--- src/rtl/spi_word_slave_if.sv ---
// spi_word_slave_if: host-side word interface of spi_word_slave.
//   tx_data/tx_valid/tx_ready : buffered transmit word, valid/ready handshake
//   rx_data/rx_valid          : last received word and its one-cycle strobe
//   frame_active              : synchronised SEL asserted
//   frame_err                 : one-cycle strobe, frame ended mid-word
//   tx_underrun               : one-cycle strobe, fallback word loaded at a word boundary
// Modports: master = host logic, slave = spi_word_slave.
interface spi_word_slave_if #(
  parameter int unsigned WIDTH = 8
);
  logic [WIDTH-1:0] tx_data;
  logic             tx_valid;
  logic             tx_ready;
  logic [WIDTH-1:0] rx_data;
  logic             rx_valid;
  logic             frame_active;
  logic             frame_err;
  logic             tx_underrun;

  modport master (
    output tx_data, tx_valid,
    input  tx_ready, rx_data, rx_valid, frame_active, frame_err, tx_underrun
  );

  modport slave (
    input  tx_data, tx_valid,
    output tx_ready, rx_data, rx_valid, frame_active, frame_err, tx_underrun
  );
endinterface

--- src/rtl/spi_word_slave.sv ---
// spi_word_slave: oversampling SPI slave for the Raspberry Pi bus, WIDTH-bit
// words MSB first, SPI mode MODE (CPOL = MODE[1], CPHA = MODE[0]), multi-word frames.
// Ports:
//   ico_clk, ico_rst_n : system clock (>= 8x pi_clk), async active-low reset
//   pi_clk, SEL, MOSI  : asynchronous SPI inputs (SEL active low)
//   MISO               : serial data out, always driven
//   host               : spi_word_slave_if.slave (tx handshake, rx strobe, status)
// Build option: define SPI_ECHO_EN to make the fallback transmit word the last
// received word (loopback); otherwise the fallback word is TX_IDLE.
module spi_word_slave #(
  parameter int unsigned      WIDTH   = 8,
  parameter int unsigned      MODE    = 0,
  parameter logic [WIDTH-1:0] TX_IDLE = '0
) (
  input  logic             ico_clk,
  input  logic             ico_rst_n,
  input  logic             pi_clk,
  input  logic             SEL,
  input  logic             MOSI,
  output logic             MISO,
  spi_word_slave_if.slave  host
);
  localparam int unsigned CW     = $clog2(WIDTH) + 1;
  localparam logic [1:0]  MODE_B = 2'(MODE);
  localparam logic        CPOL   = MODE_B[1];
  localparam logic        CPHA   = MODE_B[0];

  typedef enum logic [1:0] {IDLE = 2'd0, LOAD = 2'd1, SHIFT = 2'd2} state_t;
  state_t state_q, state_nxt;

  logic [2:0]       pclk_q;
  logic [1:0]       sel_q, mosi_q, sync_ok_q;
  logic             sel_armed_q;
  logic [CW-1:0]    bit_cnt_q;
  logic [WIDTH-2:0] rx_shift_q;
  logic [WIDTH-1:0] rx_data_q, tx_shift_q, hold_q;
  logic             hold_empty_q, rx_valid_q, frame_active_q, frame_err_q;
  logic             tx_underrun_q, reload_pend_q;

  logic             sel_s, mosi_s, rise_c, fall_c, sample_c, shedge_c;
  logic             load_c, active_c, end_c;
  logic             samp_act_c, word_done_c, reload_c, txshift_c, fetch_c, cap_c, underrun_c;
  logic [CW-1:0]    bit_cnt_upd_c;
  logic [WIDTH-1:0] rx_word_c, fallback_c, tx_next_c;

  // Input synchronisers; sync_ok/sel_armed make a frame cut by reset wait for SEL high then low.
  always_ff @(posedge ico_clk or negedge ico_rst_n) begin
    if (!ico_rst_n) begin
      pclk_q      <= {3{CPOL}};
      sel_q       <= 2'b11;
      mosi_q      <= 2'b00;
      sync_ok_q   <= 2'b00;
      sel_armed_q <= 1'b0;
    end else begin
      pclk_q    <= {pclk_q[1:0], pi_clk};
      sel_q     <= {sel_q[0], SEL};
      mosi_q    <= {mosi_q[0], MOSI};
      sync_ok_q <= {sync_ok_q[0], 1'b1};
      if (sync_ok_q[1] && sel_s) sel_armed_q <= 1'b1;
    end
  end

  // Edge roles from the synchronised clock.
  always_comb begin
    sel_s    = sel_q[1];
    mosi_s   = mosi_q[1];
    rise_c   = pclk_q[1] & ~pclk_q[2];
    fall_c   = ~pclk_q[1] & pclk_q[2];
    sample_c = (CPOL ^ CPHA) ? fall_c : rise_c;
    shedge_c = (CPOL ^ CPHA) ? rise_c : fall_c;
  end

  // FSM state register.
  always_ff @(posedge ico_clk or negedge ico_rst_n) begin
    if (!ico_rst_n) state_q <= IDLE;
    else            state_q <= state_nxt;
  end

  // FSM next state; SEL high always returns to IDLE.
  always_comb begin
    state_nxt = state_q;
    unique case (state_q)
      IDLE:    if (sel_armed_q && !sel_s) state_nxt = LOAD;
      LOAD:    state_nxt = sel_s ? IDLE : SHIFT;
      SHIFT:   if (sel_s) state_nxt = IDLE;
      default: state_nxt = IDLE;
    endcase
  end

  // FSM outputs.
  always_comb begin
    load_c   = 1'b0;
    active_c = 1'b0;
    end_c    = 1'b0;
    unique case (state_q)
      LOAD: begin
        load_c = ~sel_s;
        end_c  = sel_s;
      end
      SHIFT: begin
        active_c = 1'b1;
        end_c    = sel_s;
      end
      default: ;
    endcase
  end

  // Bit accounting, tx word selection and holding-register bypass.
  always_comb begin
    reload_c      = 1'b0;
    txshift_c     = 1'b0;
    bit_cnt_upd_c = bit_cnt_q;
    rx_word_c     = {rx_shift_q, mosi_s};
    samp_act_c    = active_c && sample_c;
    word_done_c   = samp_act_c && (bit_cnt_q == CW'(WIDTH - 1));
    if (word_done_c)     bit_cnt_upd_c = '0;
    else if (samp_act_c) bit_cnt_upd_c = bit_cnt_q + CW'(1);
    // A reload is pointless (and would drain the holding register) once SEL has risen.
    if (CPHA) begin
      reload_c  = word_done_c && !sel_s;
      txshift_c = active_c && shedge_c && (bit_cnt_q != '0);
    end else begin
      reload_c  = active_c && shedge_c && reload_pend_q && !sel_s;
      txshift_c = active_c && shedge_c && !reload_pend_q;
    end
    fetch_c = load_c || reload_c;
    cap_c   = host.tx_valid && hold_empty_q;
`ifdef SPI_ECHO_EN
    // CPHA=1 reloads in the same cycle the word completes, before rx_data updates.
    fallback_c = word_done_c ? rx_word_c : rx_data_q;
`else
    fallback_c = TX_IDLE;
`endif
    if (!hold_empty_q) tx_next_c = hold_q;
    else if (cap_c)    tx_next_c = host.tx_data;
    else               tx_next_c = fallback_c;
    underrun_c = reload_c && hold_empty_q && !cap_c;
  end

  // Datapath and registered host outputs.
  always_ff @(posedge ico_clk or negedge ico_rst_n) begin
    if (!ico_rst_n) begin
      bit_cnt_q      <= '0;
      rx_shift_q     <= '0;
      rx_data_q      <= '0;
      rx_valid_q     <= 1'b0;
      tx_shift_q     <= TX_IDLE;
      hold_q         <= '0;
      hold_empty_q   <= 1'b1;
      frame_active_q <= 1'b0;
      frame_err_q    <= 1'b0;
      tx_underrun_q  <= 1'b0;
      reload_pend_q  <= 1'b0;
    end else begin
      rx_valid_q     <= word_done_c;
      frame_err_q    <= end_c && (bit_cnt_upd_c != '0);
      tx_underrun_q  <= underrun_c;
      frame_active_q <= (state_nxt != IDLE);
      bit_cnt_q      <= (state_q == IDLE || end_c) ? '0 : bit_cnt_upd_c;
      if (samp_act_c)  rx_shift_q <= rx_word_c[WIDTH-2:0];
      if (word_done_c) rx_data_q  <= rx_word_c;
      if (state_q == IDLE)             reload_pend_q <= 1'b0;
      else if (word_done_c)            reload_pend_q <= ~CPHA;
      else if (active_c && shedge_c)   reload_pend_q <= 1'b0;
      if (fetch_c)        tx_shift_q <= tx_next_c;
      else if (txshift_c) tx_shift_q <= {tx_shift_q[WIDTH-2:0], 1'b0};
      if (cap_c) hold_q <= host.tx_data;
      if (fetch_c)    hold_empty_q <= 1'b1;
      else if (cap_c) hold_empty_q <= 1'b0;
    end
  end

  assign MISO              = tx_shift_q[WIDTH-1];
  assign host.tx_ready     = hold_empty_q;
  assign host.rx_data      = rx_data_q;
  assign host.rx_valid     = rx_valid_q;
  assign host.frame_active = frame_active_q;
  assign host.frame_err    = frame_err_q;
  assign host.tx_underrun  = tx_underrun_q;
endmodule
--- src/flat_wrapper.sv ---
// flat-port wrapper written by rule: the top's interface ports become plain ports
module spi_word_slave_flat 
#(
  parameter int unsigned      WIDTH   = 8,
  parameter int unsigned      MODE    = 0,
  parameter logic [WIDTH-1:0] TX_IDLE = '0
)
  (ico_clk, ico_rst_n, pi_clk, SEL, MOSI, MISO, host_tx_data, host_tx_valid, host_tx_ready, host_rx_data, host_rx_valid, host_frame_active, host_frame_err, host_tx_underrun);
  spi_word_slave_if #(.WIDTH(WIDTH)) host_i ();
  input  logic ico_clk;
  input  logic ico_rst_n;
  input  logic pi_clk;
  input  logic SEL;
  input  logic MOSI;
  output logic MISO;
  input wire logic [$bits(host_i.tx_data)-1:0] host_tx_data;
  input wire logic [$bits(host_i.tx_valid)-1:0] host_tx_valid;
  output wire logic [$bits(host_i.tx_ready)-1:0] host_tx_ready;
  output wire logic [$bits(host_i.rx_data)-1:0] host_rx_data;
  output wire logic [$bits(host_i.rx_valid)-1:0] host_rx_valid;
  output wire logic [$bits(host_i.frame_active)-1:0] host_frame_active;
  output wire logic [$bits(host_i.frame_err)-1:0] host_frame_err;
  output wire logic [$bits(host_i.tx_underrun)-1:0] host_tx_underrun;
  assign host_i.tx_data = host_tx_data;
  assign host_i.tx_valid = host_tx_valid;
  assign host_tx_ready = host_i.tx_ready;
  assign host_rx_data = host_i.rx_data;
  assign host_rx_valid = host_i.rx_valid;
  assign host_frame_active = host_i.frame_active;
  assign host_frame_err = host_i.frame_err;
  assign host_tx_underrun = host_i.tx_underrun;
  spi_word_slave #(.WIDTH(WIDTH), .MODE(MODE), .TX_IDLE(TX_IDLE)) u_core (.ico_clk(ico_clk), .ico_rst_n(ico_rst_n), .pi_clk(pi_clk), .SEL(SEL), .MOSI(MOSI), .MISO(MISO), .host(host_i));
endmodule
--- config.mk ---
export PLATFORM = sky130hd
export DESIGN_NAME = spi_word_slave_flat
export DESIGN_NICKNAME = d
export VERILOG_FILES = /design/src/rtl/spi_word_slave_if.sv /design/src/rtl/spi_word_slave.sv /design/src/flat_wrapper.sv
export SDC_FILE = /design/constraint.sdc
export NUM_CORES = 1
export LEC_CHECK = 0
export BUFFER_PORTS_ARGS = -buffer_cell sky130_fd_sc_hd__buf_2
export CORE_MARGIN = 2
export CORE_UTILIZATION = 56
export CTS_CLUSTER_SIZE = 16
export DETAILED_ROUTE_END_ITERATION = 8
export PLACE_DENSITY = 0.87
export SLEW_MARGIN = 25
export SYNTH_ARGS = -nofsm -noshare
export SYNTH_HDL_FRONTEND = slang
export SYNTH_SLANG_ARGS = --single-unit
--- constraint.sdc ---
create_clock -name ico_clk -period 2.1 [get_ports ico_clk]
set_input_delay 0.105 -clock ico_clk [delete_from_list [all_inputs] [get_ports ico_clk]]
set_output_delay 0.105 -clock ico_clk [all_outputs]
set_load 0.01 [all_outputs]
==> flow_metrics.py <==
metrics = {
    "outcome": {
        "status": "complete, no violations",
    },
    "sta": {
        "tightest_slew_ns": 0.5822,
        "hold_violations": 0,
        "slew_violations": 0,
        "setup_viol": 0,
        "period_share": 0.8883,
        "timing.slew.headroom": 0.6119,
        "tns_ns": 0,
        "period_minus_slack_ns": 1.865,
        "rsz0062_at_grt": "false",
        "clock.fmax_mhz": 536.1,
        "fin_skew_ns": 0.009225,
    },
    "critical_path": {
        "critPathArrivalTime_ns": 2.06,
        "cp.required_ns": 2.29,
        "startpoint": "u_core.state_q[0]",
        "setup.worst_path.end": "u_core.host.rx_data[5]",
        "path_cells": "inv_1 -> ha_1 -> and3b_1 -> and2_2 -> mux2_2",
        "timing.rr.start": "u_core.state_q[0]",
        "rrSetupSlack_ns": 0.23,
        "cpLargestDelayFamily": "simple AND/OR/NAND/NOR gates",
        "crit_type": "register to register",
        "cp_max_fo": 10,
        "cpPeakStageDelay_ns": 0.42,
        "worst-path-buf-inv": 1,
        "r2r_cells": 5,
        "r2r-end": "u_core.host.rx_data[5]",
        "worst-path-stages": 5,
        "crit_path_end_kind": "register",
        "slowest_stage": "dfrtp_1",
        "cp-start-kind": "register",
    },
    "synth": {
        "syn-num-nets": 198,
        "synth_top_area_cell": "dfrtp_1",
        "synthAdderAreaFrac": 0.02803,
        "yosysUniqueCellTypes": 36,
        "syn_area_per_cell_um2": 12.47,
        "syn_inst": 179,
        "ys_async_sr_fraction": 1.000,
        "synthXorXnorAreaFrac": 0.003924,
        "ys_ff_latch": 53,
        "synth_ff_type": "dfrtp_1",
        "seq_area_frac_synth": 0.5959,
        "synth_compound_area_frac": 0.06895,
        "yosysTopAreaCellShare": 0.5605,
        "syn-cell-area_um2": 2232,
        "ys_warn_count": 0,
        "synth_edf_count": 0,
        "synth.area.top_cells": "dfrtp_1 (56%), mux2_2 (8.6%), mux2i_1 (6.7%)",
        "synth_top_family_by_area": "multiplexers",
        "synth.most_common_cell": "dfrtp_1",
        "synthMuxAreaShare": 0.1530,
        "synth_common_cells": "dfrtp_1 (50), nand2_1 (27), mux2_2 (17), mux2i_1 (15), a22oi_1 (9)",
        "yosys.area_share.simple": 0.1272,
    },
    "layout": {
        "syn_to_final_growth_pct": 15.98,
        "nNetsFinal": 235,
        "drive_gt1_frac": 0.3041,
        "insertedDiodeCount": 0,
        "fillCellCount": 298,
        "stdcell_area_um2": 2589,
    },
    "floorplan": {
        "core_area_um2": 3744,
        "start_util": 0.5963,
        "rows": 22,
        "die_area_um2": 4507,
        "fp.dieW_um": 67.14,
        "ioPinCount": 28,
        "die_h_um": 67.14,
    },
    "clock_tree": {
        "clk_latency_ns": 0.30,
        "cts_tree": "built",
        "cts_setup_buffers": 0,
        "clockBufferDepth": 2,
        "cts_made_buffers": 5,
        "htreeDepth": 2,
        "cts.clk_slew.worst_paths_ns": 0.09,
        "postCtsHoldBufs": 5,
        "cts_resized": 0,
        "cts.sinks": 53,
        "cts_root_buffer": "clkbuf_8",
    },
    "place": {
        "place_area_um2": 2437,
        "dp_hpwl_mm": 2.576,
        "place_congestion": 0.7541,
        "io_buffers": 27,
    },
    "power": {
        "internal_power_mw": 1.942,
        "p_clk_frac": 0.216,
        "switching_share": 0.3080,
        "combPwrFrac": 0.278,
        "power_density_nw_per_um2": 1084,
        "seqPwrFrac": 0.506,
        "ir_drop_mv": 0.6588,
        "power_leakage_nw": 1.244,
        "switching_power_mw": 0.8646,
    },
    "worst_hold_path": {
        "min_path_type": "primary input to register",
    },
    "detailed_routing": {
        "vias_per_cell": 5.355,
        "wire_per_inst_um": 14.14,
        "drtIter0Drc": 99,
        "wirelength_mm": 3.747,
        "num_vias": 1419,
        "drc_errors": 0,
        "ant_nets": 0,
        "dr.pass1.iters": 4,
    },
    "global_routing": {
        "grt_start_max_net_pins": 54,
        "antenna_found_initial": 0,
        "track_usage": 0.1962,
        "grt_pass1_wl_mm": 6.403,
        "grt_overflow": 0,
        "grt_pass1_vias": 1394,
    },
    "job": {
        "drv_cap": 0,
    },
}
==> how the worst min path moves through the flow <==
stage,startpoint,endpoint,slack (ns),depth (start not counted)
global route,host_tx_data[0],u_core.hold_q[0],0.03,2
finish,host_tx_data[3],u_core.hold_q[3],0.04,2
CTS,host_tx_data[3],u_core.hold_q[3],0.03,2
detailed placement,ico_rst_n,u_core.rx_shift_q[0],0.12,2
global placement,ico_rst_n,u_core.host.rx_data[1],0.12,2
floorplan,ico_rst_n,u_core.bit_cnt_q[0],-0.19,0
==> sequential cells by signal (all words and copies together) (netlist names) <==
signal	flops
u_core.pclk_q	3
u_core.mosi_q	2
u_core.tx_shift_q	8
u_core.host.rx_data	8
u_core.host.tx_underrun	1
u_core.rx_shift_q	7
u_core.sel_armed_q	1
u_core.sync_ok_q	2
u_core.host.rx_valid	1
u_core.bit_cnt_q	4
u_core.reload_pend_q	1
u_core.host.frame_active	1
u_core.sel_q	2
u_core.state_q	2
u_core.host.tx_ready	1
u_core.host.frame_err	1
u_core.hold_q	8
==> logic make-up (layout without fill, tap and decap cells) <==
| family | after synthesis | count (layout) |
|---|---|---|
| DFF | 53 | 53 |
| and+or+nand+nor | 53 | 53 |
| muxes | 32 | 32 |
| AOI/OAI and AO/OA | 24 | 24 |
| buffers and inverters | 10 | 48 |
| adders and majority gates | 5 | 5 |
| other | 1 | 1 |
| xor gates and xnor gates | 1 | 1 |
==> worst reg2reg max path, cell delays in order, from the launching register on <==
cell and delay, ns:
dfrtp_1 0.42, inv_1 0.09, ha_1 0.25, and3b_1 0.31, and2_2 0.33, mux2_2 0.36
==> power by group through the flow <==
stage / logic (mW) / clock network [mW] / registers [mW]
2_1_floorplan: 0.565 / 0 / 1.41
3_3_place_gp: 0.740 / 0 / 1.42
3_5_place_dp: 0.771 / 0 / 1.44
4_1_cts: 0.792 / 0.622 / 1.42
5_1_grt: 0.868 / 0.669 / 1.45
6_report: 0.781 / 0.605 / 1.42
==> routing by layer <==
layer  up-vias  routed length, um  global-route usage
met5         -                  0                   0
li1        693                  -                   -
met1       695               1686              0.2608
met4         0                 35             0.07398
met3         4                142             0.05667
met2        27               1883              0.3082
==> layout by cell type, fill, tap and decap left out, types with 2 or more instances in the layout <==
cell            n
dfrtp_1        50
nand2_1        27
buf_2          27
mux2_2         17
mux2i_1        15
a22oi_1         9
a21oi_1         7
nor2_1          7
clkbuf_8        7
ha_1            5
dlygate4sd3_1   5
o21ai_0         4
inv_1           3
nand2b_1        3
buf_4           3
dfstp_2         3
and3b_1         2
nor2b_1         2
==> metrics by stage <==
stage	instances	util	setup slack, ns	total power [mW]	hold WS (ns)
3_5_place_dp	252	0.6511	0.2272	2.209	0.1179
3_3_place_gp	252	0.6511	0.2947	2.160	0.1171
5_1_grt	265	0.6915	0.09390	2.992	0.03346
2_1_floorplan	179	-	0.4408	1.975	-0.1906
6_report	265	0.6915	0.2346	2.807	0.04177
4_1_cts	265	0.6915	0.2168	2.834	0.03309
==> area by class of cell <==
class / instances / area (um^2) / share of cell area
inverter: 4 / 15.01 / 0.005800
timing repair buffer: 36 / 227.7 / 0.08797
sequential: 53 / 1330 / 0.5138
clock inverter: 1 / 5.005 / 0.001933
tap: 48 / 60.06 / 0.02320
clock buffer: 7 / 96.34 / 0.03722
multi-input combinational: 116 / 854.6 / 0.3301
Power figures use the tool's default switching activity.
